File: config.mk
export PLATFORM = sky130hd
export DESIGN_NAME = branch_tracker
export DESIGN_NICKNAME = d
export VERILOG_FILES = /design/src/rtl/branch_tracker.sv
export SDC_FILE = /design/constraint.sdc
export NUM_CORES = 2
export LEC_CHECK = 0
export ABC_AREA = 1
export CAP_MARGIN = 30
export CORE_MARGIN = 10
export CORE_UTILIZATION = 36
export CTS_CLUSTER_DIAMETER = 50
export DETAILED_ROUTE_END_ITERATION = 12
export DONT_BUFFER_PORTS = 1
export GPL_TIMING_DRIVEN = 0
export PLACE_DENSITY = 0.47
export SLEW_MARGIN = 20
export SYNTH_ARGS = -nofsm -noshare
export SYNTH_HDL_FRONTEND = slang
export SYNTH_SLANG_ARGS = --single-unit
File: constraint.sdc
create_clock -name clock -period 3.9 [get_ports clock]
set_clock_uncertainty 0.05 [all_clocks]
set_input_delay 0.585 -clock clock [delete_from_list [all_inputs] [get_ports clock]]
set_output_delay 0.585 -clock clock [all_outputs]
set_load 0.02 [all_outputs]
File: src/rtl/branch_tracker.sv
// branch_tracker: in-order queue of fetched, BTB-predicted branches.
// Entries are allocated at the tail and resolved by the functional units in
// any order. They retire strictly in order from the head. Each retire emits a
// registered BTB update. A mispredicting retire also emits a fetch redirect
// and flushes every younger entry, followed by a one-cycle FLUSH state.
module branch_tracker #(
    parameter int  BTQ_LEN = 8,
    parameter int  XLEN    = 32,
    localparam int IDXW    = $clog2(BTQ_LEN)
) (
    input  logic            clock,
    input  logic            reset,

    input  logic            alloc_valid,
    input  logic [XLEN-1:0] alloc_pc,
    input  logic            alloc_pred_taken,
    input  logic [XLEN-1:0] alloc_pred_target,
    output logic            alloc_ready,
    output logic [IDXW-1:0] alloc_idx,

    input  logic            res_valid,
    input  logic [IDXW-1:0] res_idx,
    input  logic            res_taken,
    input  logic [XLEN-1:0] res_target,

    output logic            upd_valid,
    output logic [XLEN-1:0] upd_pc,
    output logic            upd_taken,
    output logic [XLEN-1:0] upd_target,

    output logic            redirect_valid,
    output logic [XLEN-1:0] redirect_pc,

    output logic [IDXW:0]   count
);

    typedef enum logic {
        RUN   = 1'b0,
        FLUSH = 1'b1
    } state_t;

    state_t            state_q, state_d;
    logic [IDXW-1:0]   head_q, head_d;
    logic [IDXW-1:0]   tail_q, tail_d;
    logic [IDXW:0]     count_q, count_d;

    logic [BTQ_LEN-1:0] busy_q, busy_d;
    logic [BTQ_LEN-1:0] resolved_q, resolved_d;
    logic [BTQ_LEN-1:0] pred_taken_q, pred_taken_d;
    logic [BTQ_LEN-1:0] act_taken_q, act_taken_d;
    logic [XLEN-1:0]    pc_q [BTQ_LEN];
    logic [XLEN-1:0]    pc_d [BTQ_LEN];
    logic [XLEN-1:0]    pred_target_q [BTQ_LEN];
    logic [XLEN-1:0]    pred_target_d [BTQ_LEN];
    logic [XLEN-1:0]    act_target_q [BTQ_LEN];
    logic [XLEN-1:0]    act_target_d [BTQ_LEN];

    logic               upd_valid_q, upd_valid_d;
    logic [XLEN-1:0]    upd_pc_q, upd_pc_d;
    logic               upd_taken_q, upd_taken_d;
    logic [XLEN-1:0]    upd_target_q, upd_target_d;
    logic               redirect_valid_q, redirect_valid_d;
    logic [XLEN-1:0]    redirect_pc_q, redirect_pc_d;

    logic               alloc_fire;
    logic               res_accept;
    logic               retire;
    logic               mispredict;

    // Ready comes only from registered state, so a retire in this cycle
    // never frees a slot for an allocation in the same cycle.
    assign alloc_ready = (state_q == RUN) && (count_q < (IDXW+1)'(BTQ_LEN));
    assign alloc_idx   = tail_q;
    assign count       = count_q;

    assign upd_valid      = upd_valid_q;
    assign upd_pc         = upd_pc_q;
    assign upd_taken      = upd_taken_q;
    assign upd_target     = upd_target_q;
    assign redirect_valid = redirect_valid_q;
    assign redirect_pc    = redirect_pc_q;

    // Decide which handshakes fire this cycle and whether the head mispredicted.
    always_comb begin
        alloc_fire = alloc_valid && alloc_ready;
        res_accept = (state_q == RUN) && res_valid &&
                     busy_q[res_idx] && !resolved_q[res_idx];
        retire     = (state_q == RUN) && busy_q[head_q] && resolved_q[head_q];
        mispredict = (act_taken_q[head_q] != pred_taken_q[head_q]) ||
                     (act_taken_q[head_q] &&
                      (act_target_q[head_q] != pred_target_q[head_q]));
    end

    // Next-state computation for the queue, the pointers and the output packets.
    always_comb begin
        state_d       = state_q;
        head_d        = head_q;
        tail_d        = tail_q;
        count_d       = count_q;
        busy_d        = busy_q;
        resolved_d    = resolved_q;
        pred_taken_d  = pred_taken_q;
        act_taken_d   = act_taken_q;
        pc_d          = pc_q;
        pred_target_d = pred_target_q;
        act_target_d  = act_target_q;

        upd_valid_d      = 1'b0;
        upd_pc_d         = upd_pc_q;
        upd_taken_d      = upd_taken_q;
        upd_target_d     = upd_target_q;
        redirect_valid_d = 1'b0;
        redirect_pc_d    = redirect_pc_q;

        if (state_q == FLUSH) begin
            state_d = RUN;
        end else begin
            if (res_accept) begin
                resolved_d[res_idx]   = 1'b1;
                act_taken_d[res_idx]  = res_taken;
                act_target_d[res_idx] = res_target;
            end

            if (alloc_fire) begin
                busy_d[tail_q]        = 1'b1;
                resolved_d[tail_q]    = 1'b0;
                pc_d[tail_q]          = alloc_pc;
                pred_taken_d[tail_q]  = alloc_pred_taken;
                pred_target_d[tail_q] = alloc_pred_target;
                tail_d                = tail_q + 1'b1;
            end

            if (retire) begin
                busy_d[head_q] = 1'b0;
                head_d         = head_q + 1'b1;
                upd_valid_d    = 1'b1;
                upd_pc_d       = pc_q[head_q];
                upd_taken_d    = act_taken_q[head_q];
                upd_target_d   = act_target_q[head_q];
            end

            count_d = count_q + (IDXW+1)'(alloc_fire) - (IDXW+1)'(retire);

            // A wrong-path flush discards everything younger, including
            // whatever was allocated or resolved in this very cycle.
            if (retire && mispredict) begin
                redirect_valid_d = 1'b1;
                redirect_pc_d    = act_taken_q[head_q] ? act_target_q[head_q]
                                                       : pc_q[head_q] + XLEN'(4);
                busy_d           = '0;
                head_d           = '0;
                tail_d           = '0;
                count_d          = '0;
                state_d          = FLUSH;
            end
        end
    end

    // Register all state; reset returns to an empty queue in RUN.
    always_ff @(posedge clock) begin
        if (reset) begin
            state_q          <= RUN;
            head_q           <= '0;
            tail_q           <= '0;
            count_q          <= '0;
            busy_q           <= '0;
            resolved_q       <= '0;
            pred_taken_q     <= '0;
            act_taken_q      <= '0;
            pc_q             <= '{default: '0};
            pred_target_q    <= '{default: '0};
            act_target_q     <= '{default: '0};
            upd_valid_q      <= 1'b0;
            upd_pc_q         <= '0;
            upd_taken_q      <= 1'b0;
            upd_target_q     <= '0;
            redirect_valid_q <= 1'b0;
            redirect_pc_q    <= '0;
        end else begin
            state_q          <= state_d;
            head_q           <= head_d;
            tail_q           <= tail_d;
            count_q          <= count_d;
            busy_q           <= busy_d;
            resolved_q       <= resolved_d;
            pred_taken_q     <= pred_taken_d;
            act_taken_q      <= act_taken_d;
            pc_q             <= pc_d;
            pred_target_q    <= pred_target_d;
            act_target_q     <= act_target_d;
            upd_valid_q      <= upd_valid_d;
            upd_pc_q         <= upd_pc_d;
            upd_taken_q      <= upd_taken_d;
            upd_target_q     <= upd_target_d;
            redirect_valid_q <= redirect_valid_d;
            redirect_pc_q    <= redirect_pc_d;
        end
    end

endmodule

### Word level (Yosys, flattened, before mapping)

Cells that the tools add are included.

* reductions and logical operators: 25
* bitwise gates (word level): 10
* eq/ne operators: 2
* muxes and demuxes: 51
* add/sub/neg operators: 5
* order comparisons: 12

Operator list (count)
* $bwmux W256: 3
* $bmux W32 S3: 3
* $mux W32: 9
* $demux W32 S3: 2
* $mux W8: 7
* $add A32 B3 Y32 const B: 1
* $ne A32 B32 Y1: 1
* $bmux W1 S3: 6
* $and A8 B8 Y8: 2
* $bwmux W8: 2
* $not A8 Y8: 2
* $or A8 B8 Y8: 2
* $logic_and A1 B1 Y1: 14
* $ge A4 B4 Y1 const B: 3
* $lt A3 B4 Y1 const B: 3
* $mux W3: 4
* $not A3 Y4: 3
* $reduce_and A2 Y1: 6
* $mux W1: 11
* $demux W1 S3: 3
* $ge A3 B1 Y1 const B: 3
* $lt A4 B1 Y1 const B: 2
* $add A3 B1 Y3 const B: 2
* $add A4 B1 Y4: 1
* other kinds (9): 10

* register bits after elaboration: 909

### Longest topological paths before layout

* depth in word-level cells: 10
* depth in mapped cells: 24

### Worst setup path after synthesis

No wires, ideal clock.

* kind: register to register
* start: register head_q[0]
* end: register count_q[2], in the netlist count[2]
* buffers on the path: 5
* arrival time: 3.178 ns
* path slack: 0.551 ns
* library setup time: 0.121 ns
* stages on the path, launching flop included: 21
* cells stage by stage: dfxtp_1 -> buf_6 -> inv_6 -> buf_6 -> nand2_1 -> inv_1 -> buf_2 -> o2bb2ai_1 -> nor2_1 -> nand4_1 -> nand3_1 -> clkinv_1 -> buf_2 -> buf_2 -> ha_1 -> inv_1 -> ha_1 -> fa_1 -> or2_2 -> nand3_1 -> o22ai_1

* elaborated cells on any way between the ends: 24
* those cells by class: add/sub (1); eq/ne (2); mux (15); bitwise (1); reduce/logical (5)

RTL lines
* start, declared: RTL line 43 `logic [IDXW-1:0] head_q, head_d;`
* start signal, assigned: RTL line 163 `head_q <= '0;`
* start signal, assigned: RTL line 181 `head_q <= head_d;`
* $bmux W1 S3: RTL line 88 `retire = (state_q == RUN) && busy_q[head_q] && resolved_q[head_q];`
* $mux W1 (implied by the code): RTL line 88
* $logic_and A1 B1 Y1: RTL line 88
* $logic_and A1 B1 Y1 (*): RTL line 88
* named net retire: RTL line 67 `logic retire;`
* $sub A4 B1 Y4 / $logic_and A1 B1 Y1 (equally long branches): RTL line 142, 146
* $mux W4 (*): RTL line 146 `if (retire && mispredict) begin`
* end signal, assigned: RTL line 183 `count_q <= count_d;`
* end, declared: RTL line 45 `logic [IDXW:0] count_q, count_d;`

Mark *: on every way through the listed nets, which the timed path passes. The rest lies on a longest branch. The select of a mux whose other input is x is not followed.
A chain may end at the register's enable or synchronous reset.

### Worst setup path in the final report

* start: register head_q[1]
* end: register redirect_pc_q[8], in the netlist redirect_pc[8]

* word-level cells in the longest chain between the ends: 9
* elaborated cells on any way between the ends: 28
* those cells by class: add/sub (1); eq/ne (2); mux (18); bitwise (1); reduce/logical (6)

Ends and longest elaborated chain
* parallel branches: the longest is 9 deep, another holds $add A32 B3 Y32
* end signal, assigned: RTL line 196 `redirect_pc_q <= redirect_pc_d;`
* end, declared: RTL line 63 `logic [XLEN-1:0] redirect_pc_q, redirect_pc_d;`

Parallel ways; which one is timed is not known. The select of a mux whose other input is x is not followed.

==> flow_summary.toml <==
[pwr]
p_per_area_nw_per_um2 = 506.0
swShare = 0.2732
ir_drop_uv = 452.6
p_sw_mw = 6.813
clockPowerShare = 0.503
leakage_nw = 20.36
internal_power_mw = 18.13
combPwrFrac = 0.102
p_seq_frac = 0.394

[die]
dieArea_sq_um = 128700
rows = 124
pin_count = 212
die_y_um = 358.7
initial_core_util = 0.3617
fp.dieW_um = 358.7
coreArea_sq_um = 114200

[yosys]
synthFlopType = "dfxtp_1"
synth_seq_area_share = 0.4406
synth.avg_cell_area_sq_um = 6.601
synthTopCellsByCount = "1755 x nand2_1, 987 x nor2_1, 909 x dfxtp_1, 852 x o21ai_0, 487 x a21oi_1"
netlist.area_leader.share = 0.4406
yosysMostFrequentCell = "nand2_1"
synthTopCellsByArea = "dfxtp_1 44%, nand2_1 16%, o21ai_0 10%"
yosys.area_share.simple = 0.2844
synthCells = 6256
synth_area_sq_um = 41300
synth-xor-area-share = 0.003817
synthAdderAreaFrac = 0.002606
yosysTopAreaCell = "dfxtp_1"
ys_warn_count = 0
synth_edf_count = 0
synth_compound_area_frac = 0.1795
async_flop_share = 0
ys_types = 44
synthMuxAreaShare = 0
syn_nets = 6369
synth_top_family_by_area = "simple AND/OR/NAND/NOR gates"
ys_ff_latch = 909

[finish]
fill_cells = 12440
multi_input_area_sq_um = 19530
finalNonFillerCells = 8149
stdcell_area_sq_um = 49290
seq_area_sq_um = 18200
nNetsFinal = 6627
layout-drive-gt1-share = 0.07193
synthToLayoutAreaGrowth_pct = 19.34

[setup_path]
cp_max_fo = 10
path_class = "reg2reg"
cp_common_cell = "nand2_1"
cp-end-kind = "register"
crit_chain = "buf_4 -> buf_2 -> buf_2 -> a21oi_1 -> o21ai_0 -> nand2_1 -> nand2_1 -> nand2_1 -> nor2_1 -> nand3_1 -> nor2_1 -> nand2_2 -> nand2_4 -> inv_2 -> buf_6 -> nand2_1 -> nand2_1 -> nor2_1"
cp-start-kind = "register"
worstPathArrival_ps = 4540
worst_path_largest_cell_delay_ps = 600
cp_slowest_cell = "o21ai_0"
critPathRequiredTime_ps = 4540

[global_routing]
grt_max_degree = 19
antenna_found_initial = 25
track_usage = 0.3361
overflow = 0
grt_pass1_wl_um = 308700
grt_pass1_vias = 40250

[clock_network]
clock_latency_ps = 750
cts_buffers = 134
clock_sinks = 909
ctsHtreeMaxLevel = 4
clockRootBuffer = "clkbuf_16"
cts_tree = "yes"
cts_buffer_depth = 3
clk_pin_slew_ps = 60

[flow_run]
max_cap_violations = 0

[detailed_routing]
drtIter0Drc = 5327
vias = 44280
avgViaCountPerCell = 5.434
drtPass1Iterations = 8
ant_nets = 0
drc = 0
avgRoutedWirePerCell_um = 27.55
routed_wl_um = 224500

[timing]
worst_pin_slew_ps = 1128
max_slew_margin = 0.2477
finalCriticalPeriod_ps = 3909
drv_slew = 0
fin_crit_sh = 1.002
hold_viol = 0
setup_viol = 2
layout_setup_ws_ps = -8.994
rsz0062_at_grt = "true"
fmax_ghz = 0.2558

[min_path]
hold_class = "in2reg"

[outcome]
status = "finished with violations"
violations = "negative setup slack"

[placed_design]
portBuffers = 0
dp.cells = 7785
gp_congestion = 0.9926
place_area_sq_um = 43400
dp_hpwl_um = 163000
==> power by group through the flow <==
| stage | logic (mW) | registers, mW | clock network, mW |
|---|---|---|---|
| 2_1_floorplan | 1.38 | 9.97 | 0 |
| 3_3_place_gp | 2.21 | 10.0 | 0 |
| 3_5_place_dp | 2.24 | 10.0 | 0 |
| 4_1_cts | 2.47 | 9.83 | 12.6 |
| 5_1_grt | 2.76 | 9.86 | 13.0 |
| 6_report | 2.56 | 9.83 | 12.6 |
==> worst paths after layout <==
| path | startpoint | endpoint | slack [ps] | cells after the start |
|---|---|---|---|---|
| worst min register to register | act_target_q[131]$_SDFFE_PP0P_ | act_target_q[131]$_SDFFE_PP0P_ | 390 | 2 |
| worst min-delay path | alloc_pred_target[24] | pred_target_q[120]$_SDFFE_PP0P_ | 20 | 2 |
| worst max register to register | head_q[1]$_SDFFE_PP0P_ | redirect_pc[8]$_SDFFE_PP0P_ | -9 | 18 |
| worst max-delay path | head_q[1]$_SDFFE_PP0P_ | redirect_pc[8]$_SDFFE_PP0P_ | -9 | 18 |
==> per-stage QoR <==
stage / power (mW) / setup slack (ps) / util / TNS [ps] / hold WS, ps
final: 24.94 / -8.994 / 0.4316 / -17.11 / 22.96
after global routing: 25.60 / -30.00 / 0.4313 / -59.11 / 19.55
after CTS: 24.90 / 7.645 / 0.4295 / 0 / 0.4684
after detailed placement: 12.27 / -855.0 / 0.3801 / -26960 / 386.9
after global placement: 12.23 / -958.3 / 0.3782 / -72800 / 382.4
after floorplan: 11.35 / 551.2 / - / 0 / 373.7
==> state kept, by name, indices dropped and copies added (netlist names), 8 cells and up <==
signal / flops
act_taken_q: 8
act_target_q: 256
busy_q: 8
pc_q: 256
pred_taken_q: 8
pred_target_q: 256
redirect_pc: 32
resolved_q: 8
upd_pc: 32
upd_target: 32
==> critical path: cells and delay by family, from the launching register on <==
family | cells | cell delay [ps]
AOI/OAI and AO/OA | 2 | 710
buffers and inverters | 5 | 1260
DFF | 1 | 330
and+or+nand+nor | 11 | 1450
==> layout by cell type (no fill, tap or decap), types with 8 or more instances in the layout <==
cell type	count
a21oi_1	487
a31oi_1	38
buf_2	70
buf_4	46
buf_6	37
bufinv_16	13
clkbuf_1	289
clkbuf_16	139
clkbuf_2	8
clkbuf_4	9
clkbuf_8	21
clkinv_2	20
clkinv_4	8
clkinvlp_4	10
dfxtp_1	909
diode_2	19
dlygate4sd3_1	100
inv_1	420
inv_2	12
inv_6	9
nand2_1	1752
nand2_2	16
nand3_1	172
nand3b_1	10
nand4_1	17
nor2_1	974
nor2_2	17
nor2_4	12
nor3_1	18
o211ai_1	19
o21ai_0	847
o21ai_1	30
o22ai_1	10
or2_2	8
xor2_1	13
==> logic make-up after synthesis <==
logic type / count (synthesis)
compound gates: 1446
xor+xnor: 18
fa+ha+maj: 8
buf+inv: 870
flops: 909
simple gates: 3005
==> cell type report <==
cell class | count | area share
clock buffers | 185 | 0.07834
plain buffers | 428 | 0.04344
repair buffers | 123 | 0.02534
flip-flops and latches | 909 | 0.3692
well taps | 1512 | 0.03838
diodes | 19 | 0.0009647
clock inverters | 55 | 0.01376
multi-input cells | 4477 | 0.3963
inverters | 441 | 0.03425
==> repair_timing <==
| item | CTS | global route |
|---|---|---|
| gates cloned | 0 | 0 |
| resized for setup | 39 | 56 |
| endpoints found under the hold margin | 765 | 0 |
| endpoints found under the setup margin | 116 | 56 |
| setup buffers | 0 | 5 |
| hold buffers | 100 | 0 |
==> routing by layer <==
layer / vias up / share of wire / global-route usage
li1: 20490 / - / -
met1: 21130 / 0.41 / 0.4249
met5: - / 0.00047 / 0
met2: 2149 / 0.44 / 0.5204
met3: 502 / 0.095 / 0.08554
met4: 16 / 0.058 / 0.1838
Note: power is estimated with default switching activity, not from simulation.
